## config.mk

```make
export PLATFORM = sky130hd
export DESIGN_NAME = fifo_rr_drain_arb
export DESIGN_NICKNAME = d
export VERILOG_FILES = /design/src/rtl/fifo_rr_drain_arb.sv
export SDC_FILE = /design/constraint.sdc
export NUM_CORES = 1
export LEC_CHECK = 0
export BUFFER_PORTS_ARGS = -buffer_cell sky130_fd_sc_hd__buf_2
export CAP_MARGIN = 20
export CORE_AREA = 2 2 66 68
export DETAILED_ROUTE_END_ITERATION = 12
export DIE_AREA = 0 0 68 70
export PLACE_DENSITY = 0.78
export SETUP_SLACK_MARGIN = 0.2
export SLEW_MARGIN = 0
export SYNTH_ARGS = -nofsm -noshare
export SYNTH_HDL_FRONTEND = slang
export SYNTH_SLANG_ARGS = --single-unit
```

## constraint.sdc

```tcl
create_clock -name clk_i -period 3.9 [get_ports clk_i]
set_input_delay 1.17 -clock clk_i [delete_from_list [all_inputs] [get_ports clk_i]]
set_output_delay 1.17 -clock clk_i [all_outputs]
set_load 0.01 [all_outputs]
```

## src/rtl/fifo_rr_drain_arb.sv

```systemverilog
// Round-robin drain scheduler for NUM_CH showahead FIFOs.
// One channel is granted at a time for up to MAX_BURST words. Popped words land in
// a registered valid/ready output stage. After every burst the FSM passes through
// IDLE for exactly one cycle to pick the next channel. The scan for the next channel
// starts just after the last one granted.
//
// state    | meaning
// ---------+-------------------------------------------------------------
// ST_IDLE  | no grant; scan for the next non-empty channel after last_ptr
// ST_BURST | grant held on gidx_q; pop while the channel has data and the
//          | output stage can load; leave on burst limit or drained channel
module fifo_rr_drain_arb #(
   parameter int NUM_CH    = 4,
   parameter int DWIDTH    = 16,
   parameter int MAX_BURST = 4,
   localparam int CH_W     = $clog2(NUM_CH),
   localparam int BCNT_W   = $clog2(MAX_BURST + 1)
) (
   input  logic                       clk_i,
   input  logic                       srst_i,
   input  logic [NUM_CH-1:0]          ch_empty_i,
   input  logic [NUM_CH*DWIDTH-1:0]   ch_q_i,
   output logic [NUM_CH-1:0]          ch_rdreq_o,
   output logic [DWIDTH-1:0]          data_o,
   output logic [CH_W-1:0]            chan_o,
   output logic                       valid_o,
   input  logic                       ready_i,
   output logic [NUM_CH-1:0]          grant_o
);

   typedef enum logic {
      ST_IDLE  = 1'b0,
      ST_BURST = 1'b1
   } state_t;

   localparam logic [BCNT_W-1:0] LAST_CNT = BCNT_W'(MAX_BURST - 1);

   state_t              state_q;
   logic [CH_W-1:0]     gidx_q;
   logic [CH_W-1:0]     last_ptr_q;
   logic [BCNT_W-1:0]   count_q;

   logic [DWIDTH-1:0]   ch_word [NUM_CH];
   logic [CH_W-1:0]     pick_idx;
   logic [CH_W-1:0]     cand_idx;
   logic                pick_found;
   logic                can_load;
   logic                gnt_empty;
   logic                pop;

   // Split the flat FIFO data bus into one word per channel.
   always_comb begin
      for (int k = 0; k < NUM_CH; k++) begin
         ch_word[k] = ch_q_i[k*DWIDTH +: DWIDTH];
      end
   end

   assign can_load  = !valid_o || ready_i;
   assign gnt_empty = ch_empty_i[gidx_q];
   // Gating with srst_i keeps rdreq low for the whole reset cycle, so a reset
   // in the middle of a burst never pops a word.
   assign pop       = srst_i && (state_q == ST_BURST) && !gnt_empty && can_load;

   // Read request goes only to the granted channel, and only on a real pop.
   always_comb begin
      ch_rdreq_o = '0;
      if (pop) begin
         ch_rdreq_o[gidx_q] = 1'b1;
      end
   end

   // Find the first non-empty channel after the last grant, wrapping modulo NUM_CH.
   always_comb begin
      pick_found = 1'b0;
      pick_idx   = '0;
      cand_idx   = '0;
      for (int i = 1; i <= NUM_CH; i++) begin
         cand_idx = CH_W'((int'(last_ptr_q) + i) % NUM_CH);
         if (!pick_found && !ch_empty_i[cand_idx]) begin
            pick_found = 1'b1;
            pick_idx   = cand_idx;
         end
      end
   end

   // Grant FSM, burst counter and registered output stage.
   always_ff @(posedge clk_i) begin
      if (!srst_i) begin
         state_q    <= ST_IDLE;
         gidx_q     <= '0;
         last_ptr_q <= CH_W'(NUM_CH - 1);
         count_q    <= '0;
         grant_o    <= '0;
         valid_o    <= 1'b0;
         data_o     <= '0;
         chan_o     <= '0;
      end else begin
         case (state_q)
            ST_IDLE: begin
               // The last word of the previous burst may still be waiting here.
               if (ready_i) begin
                  valid_o <= 1'b0;
               end
               if (pick_found) begin
                  grant_o    <= NUM_CH'(1) << pick_idx;
                  gidx_q     <= pick_idx;
                  last_ptr_q <= pick_idx;
                  count_q    <= '0;
                  state_q    <= ST_BURST;
               end
            end
            ST_BURST: begin
               if (pop) begin
                  data_o  <= ch_word[gidx_q];
                  chan_o  <= gidx_q;
                  valid_o <= 1'b1;
                  count_q <= count_q + BCNT_W'(1);
                  if (count_q == LAST_CNT) begin
                     grant_o <= '0;
                     state_q <= ST_IDLE;
                  end
               end else begin
                  if (ready_i) begin
                     valid_o <= 1'b0;
                  end
                  // An empty channel ends the burst only once the output stage can
                  // accept again; otherwise the grant is held.
                  if (gnt_empty && can_load) begin
                     grant_o <= '0;
                     state_q <= ST_IDLE;
                  end
               end
            end
            default: begin
               grant_o <= '0;
               state_q <= ST_IDLE;
            end
         endcase
      end
   end

endmodule

```

### Word-level counts from Yosys, hierarchy flattened

Index checks and enable logic that the tools add are counted.

| storage, ports and cells | value |
|---|---|
| register bits | 31 |
| output and inout port bits | 27 |
| word-level logic and storage cells | 88 |

| operators by class | value |
|---|---|
| add/sub/neg operators | 5 |
| magnitude comparators | 7 |
| equality and inequality tests | 5 |
| shifts and indexed selects | 1 |
| multiplexer cells | 40 |
| bitwise logic cells | 2 |
| reductions and logical operators | 20 |

Operator list:

| cell | number |
|---|---|
| binary-select mux 16 bit (select 2 bit) | 1 |
| 2-to-1 mux 16 bit | 2 |
| 2-to-1 mux 4 bit | 5 |
| 2-to-1 mux 1 bit | 16 |
| < comparator 2 x 3 -> 1 bit (second input constant) | 5 |
| binary-select mux 1 bit (select 2 bit) | 5 |
| logical AND 1 bit | 8 |
| 2-to-1 mux 2 bit | 4 |
| one-hot mux 4 bit (2 select lines) | 1 |
| logical NOT 1 bit | 7 |
| 2-to-1 mux 3 bit | 2 |
| one-hot mux 3 bit (2 select lines) | 1 |
| AND reduction 2 bit | 3 |
| adder 2 x 1 -> 2 bit (second input constant) | 2 |
| adder 2 bit (second input constant) | 2 |
| one-hot mux 1 bit (2 select lines) | 2 |
| left shift 1 x 2 -> 4 bit (first input constant) | 1 |
| adder 3 x 1 -> 3 bit (second input constant) | 1 |
| == test 3 x 2 -> 1 bit (second input constant) | 1 |
| greater-or-equal comparator 3 bit (second input constant) | 1 |
| inequality test 3 x 1 -> 1 bit (second input constant) | 1 |
| inequality test 3 x 2 -> 1 bit (second input constant) | 1 |
| NOT 2 -> 3 bit | 1 |
| AND reduction 3 bit | 1 |
| 6 further kinds | 6 |

### Depth between registers and ports, before layout

| depth | value |
|---|---|
| depth after elaboration | 15 |
| depth in mapped cells | 6 |
| gate-level depth less buffers | 6 |

### Least setup slack after synthesis

Ideal clock, no wire load.

| timing path | value |
|---|---|
| path kind | input to output |
| start point | input ch_empty_i[3] |
| end point | output ch_rdreq_o[1] |
| data arrival time | 2.605 ns |
| data required time | 2.730 ns |
| path slack | 0.125 ns |
| cell stages on the path | 6 |
| path through | clkbuf_1 > mux4_2 > nor4_4 > buf_4 > nand2_1 > nor2_1 |

| on the way | value |
|---|---|
| word-level cells in the longest chain between the ends | 6 |

RTL lines:

| element | RTL line | text |
|---|---|---|
| start, declared | 21 | `input logic [NUM_CH-1:0] ch_empty_i,` |
| binary-select mux 1 bit (select 2 bit) | 59 | `assign gnt_empty = ch_empty_i[gidx_q];` |
| 2-to-1 mux 1 bit (implied by the code) | 59 |  |
| logical NOT 1 bit | 62 | `assign pop = srst_i && (state_q == ST_BURST) && !gnt_empty && can_load;` |
| logical AND 1 bit (2 in series) | 62 |  |
| 2-to-1 mux 4 bit | 67 | `if (pop) begin` |
| end, declared | 23 | `output logic [NUM_CH-1:0] ch_rdreq_o,` |

No other way between the ends. The select of a mux whose other input is x is not followed.

### Worst setup path after layout

| timing path | value |
|---|---|
| start point | input ch_empty_i[3] |
| end point | output ch_rdreq_o[0] |

Same word-level chain as after synthesis.

==> flow_summary.ini <==
[die]
rows = 24
io_pins = 98
dieHeight_um = 70
core_area_um2 = 4144
fp.dieW_um = 68
initial_utilization = 0.4121
die_area_um2 = 4760

[clock_network]
clockRootBuffer = clkbuf_8
clk_pin_slew_ns = 0.06
clock_latency_ns = 0.28
cts_sinks = 31
cts_hold_buffers = 0
clk_path_buf_depth = 2
tritoncts = yes
cts_buffers = 5
cts-htree-levels = 2

[min_path]
worstHoldPathCells = 2
hold_path.class = flip-flop to flip-flop

[synth]
synth_top_family_by_area = multiplexers
ys_warn_count = 0
synthArstFlopShare = 0
synth_top_area_frac = 0.3634
ys_ff_latch = 31
syn_inst = 179
syn_avg_cell_area_um2 = 9.541
synth-simple-area-share = 0.1766
synth_common_cells = nand2_1 (44), dfxtp_1 (31), o21ai_0 (18), mux4_2 (17)
synth_seq_area_share = 0.3634
synth_xor_xnor_area_share = 0
synth_most_common_cell = nand2_1
synthMuxAreaShare = 0.2476
synth.area.top_cells = dfxtp_1 (36%), mux4_2 (22%), nand2_1 (9.7%), o21ai_0 (5.3%), a32o_1 (2.3%)
synth-edff-count = 0
ys_dominant_reg_cell = dfxtp_1
yosysTopAreaCell = dfxtp_1
netlist_area_um2 = 1708
synth_fp_nets = 252
synth.distinct_cells = 36
synthAdderAreaFrac = 0.01465
synth-compound-area-share = 0.1516

[critical_path]
slowest_stage = mux4_2
max_stage_delay_ns = 0.51
critPathMaxFanout = 7
cp-start-kind = input port
worstSetupEndpointType = output pin
critPathRequiredTime_ns = 2.73
path_cells = buf_8 > mux4_2 > nor4_4 > buf_6 > nor3b_2 > buf_2
critPathArrivalTime_ns = 2.42
critPathKind = input port to output pin
r2r_cells = 5

[timing]
totalNegativeSetupSlack_ns = 0
rsz0062_at_grt = false
slew_headroom = 0.6572
fin_crit_sh = 0.9217
hold_viol_final = 0
worstMarginPinSlew_ns = 0.5142
clock.fmax_ghz = 0.2782
maxSlewViolCount = 0
period_minus_slack_ns = 3.595
fin_skew_ns = 0.003814
final.setup.worst_slack_ns = 0.3053
setup_viol = 0
hold_slack_ns = 0.4507

[route]
drtIter0Drc = 110
drt_drc_violations_left = 0
viasPerCell = 5.326
postRouteAntennaNets = 0
avgRoutedWirePerCell_um = 13.92
vias = 1763
wirelength_um = 4606
first_pass_iters = 4

[grt]
grt_first_pass_wirelength_um = 6920
antenna_found_initial = 0
grt_use_total = 0.1901
grt_max_degree = 27
grt_pass1_vias = 1532
grt-ovfl-total = 0

[run_status]
outcome = complete, no violations

[flow_run]
max_cap_viol_count = 0

[placed_design]
gp_congestion = 0.8325
dp_hpwl_um = 3306
post-place-ws_ns = 0.1587
port-buffer-count = 97

[finish]
regArea_um2 = 620.6
final_nets = 351
final_util = 0.5851
multiInputGateArea_um2 = 1023
drive_gt1_frac = 0.4946
antenna_cells = 0
fillers = 385
areaGrowthSynthToFinish_pct = 41.98

[power_and_ir_drop]
power.leakage_nw = 1.092
powerDensity_nw_per_um2 = 358.3
peakVddDrop_mv = 0.2205
-- critical path: cells and delay by family --
family | cells | cell delay [ns]
muxes | 1 | 0.51
buffers and inverters | 3 | 0.42
and+or+nand+nor | 2 | 0.33
-- sequential cells by signal, summed over array words and instances, names as in the netlist --
signal	count
grant_o	4
last_ptr_q	2
count_q	3
data_o	16
valid_o	1
state_q	1
chan_o	2
gidx_q	2
-- kinds of logic (layout without fill, tap and decap cells) --
logic type,after synthesis,in the layout
AO/OA/AOI/OAI,40,40
adder cells (fa/ha/maj),2,2
multiplexers,21,21
AND/OR/NAND/NOR,67,67
buffers and inverters,18,118
flip-flops,31,31
-- final cells by class --
| class | instances | area share |
|---|---|---|
| inverters | 3 | 0.004644 |
| clock buffers | 8 | 0.04128 |
| repair buffers | 107 | 0.2492 |
| well taps | 52 | 0.02683 |
| multi-input cells | 130 | 0.4221 |
| flip-flops and latches | 31 | 0.2559 |
-- routing by layer --
metal	vias up	global-route usage	wire [um]
met5	-	0	0
met1	827	0.2213	1783
met4	0	0.04222	38
met2	77	0.3290	2359
li1	854	-	-
met3	5	0.06602	424
-- power by group --
group | internal (W) | switching, W | total [W]
clock network | 0.000161 | 0.000112 | 0.000272
registers | 0.000345 | 0.0000188 | 0.000364
logic | 0.000123 | 0.000109 | 0.000232
-- path summary, 6_finish.rpt --
kind	startpoint	end	slack [ns]
max	ch_empty_i[3]	ch_rdreq_o[0]	0.31
min	data_o[12]	data_o[12]	0.45
max reg2reg	gidx_q[0]	count_q[0]	2.18
min reg2reg	data_o[12]	data_o[12]	0.45
-- cells in the final DEF, fill, tap and decap left out, drive strengths merged, types with 2 or more instances in the layout --
cell	netlist	final
a21oi	5	5
a32o	4	4
buf	8	107
clkbuf	7	8
dfxtp	31	31
ha	2	2
inv	3	3
mux2i	4	4
mux4	17	17
nand2	44	44
nand3	5	5
nor2	7	7
nor2b	3	3
o21ai	20	20
-- through the flow --
step | area, um2 | total power, W | instances
after floorplan | 1713 | 0.0005095 | 179
after global placement | 2241 | 0.0005847 | 319
after detailed placement | 2241 | 0.0005908 | 319
after CTS | 2421 | 0.0008784 | 331
after global routing | 2425 | 0.0009195 | 331
final | 2425 | 0.0008687 | 331
-- what timing repair did --
| item | CTS | global route |
|---|---|---|
| setup endpoints to repair | 4 | 4 |
| setup buffers | 4 | 0 |
| gates resized for setup | 15 | 1 |
| pin swaps | 1 | 1 |
(Power assumes the default switching activity.)
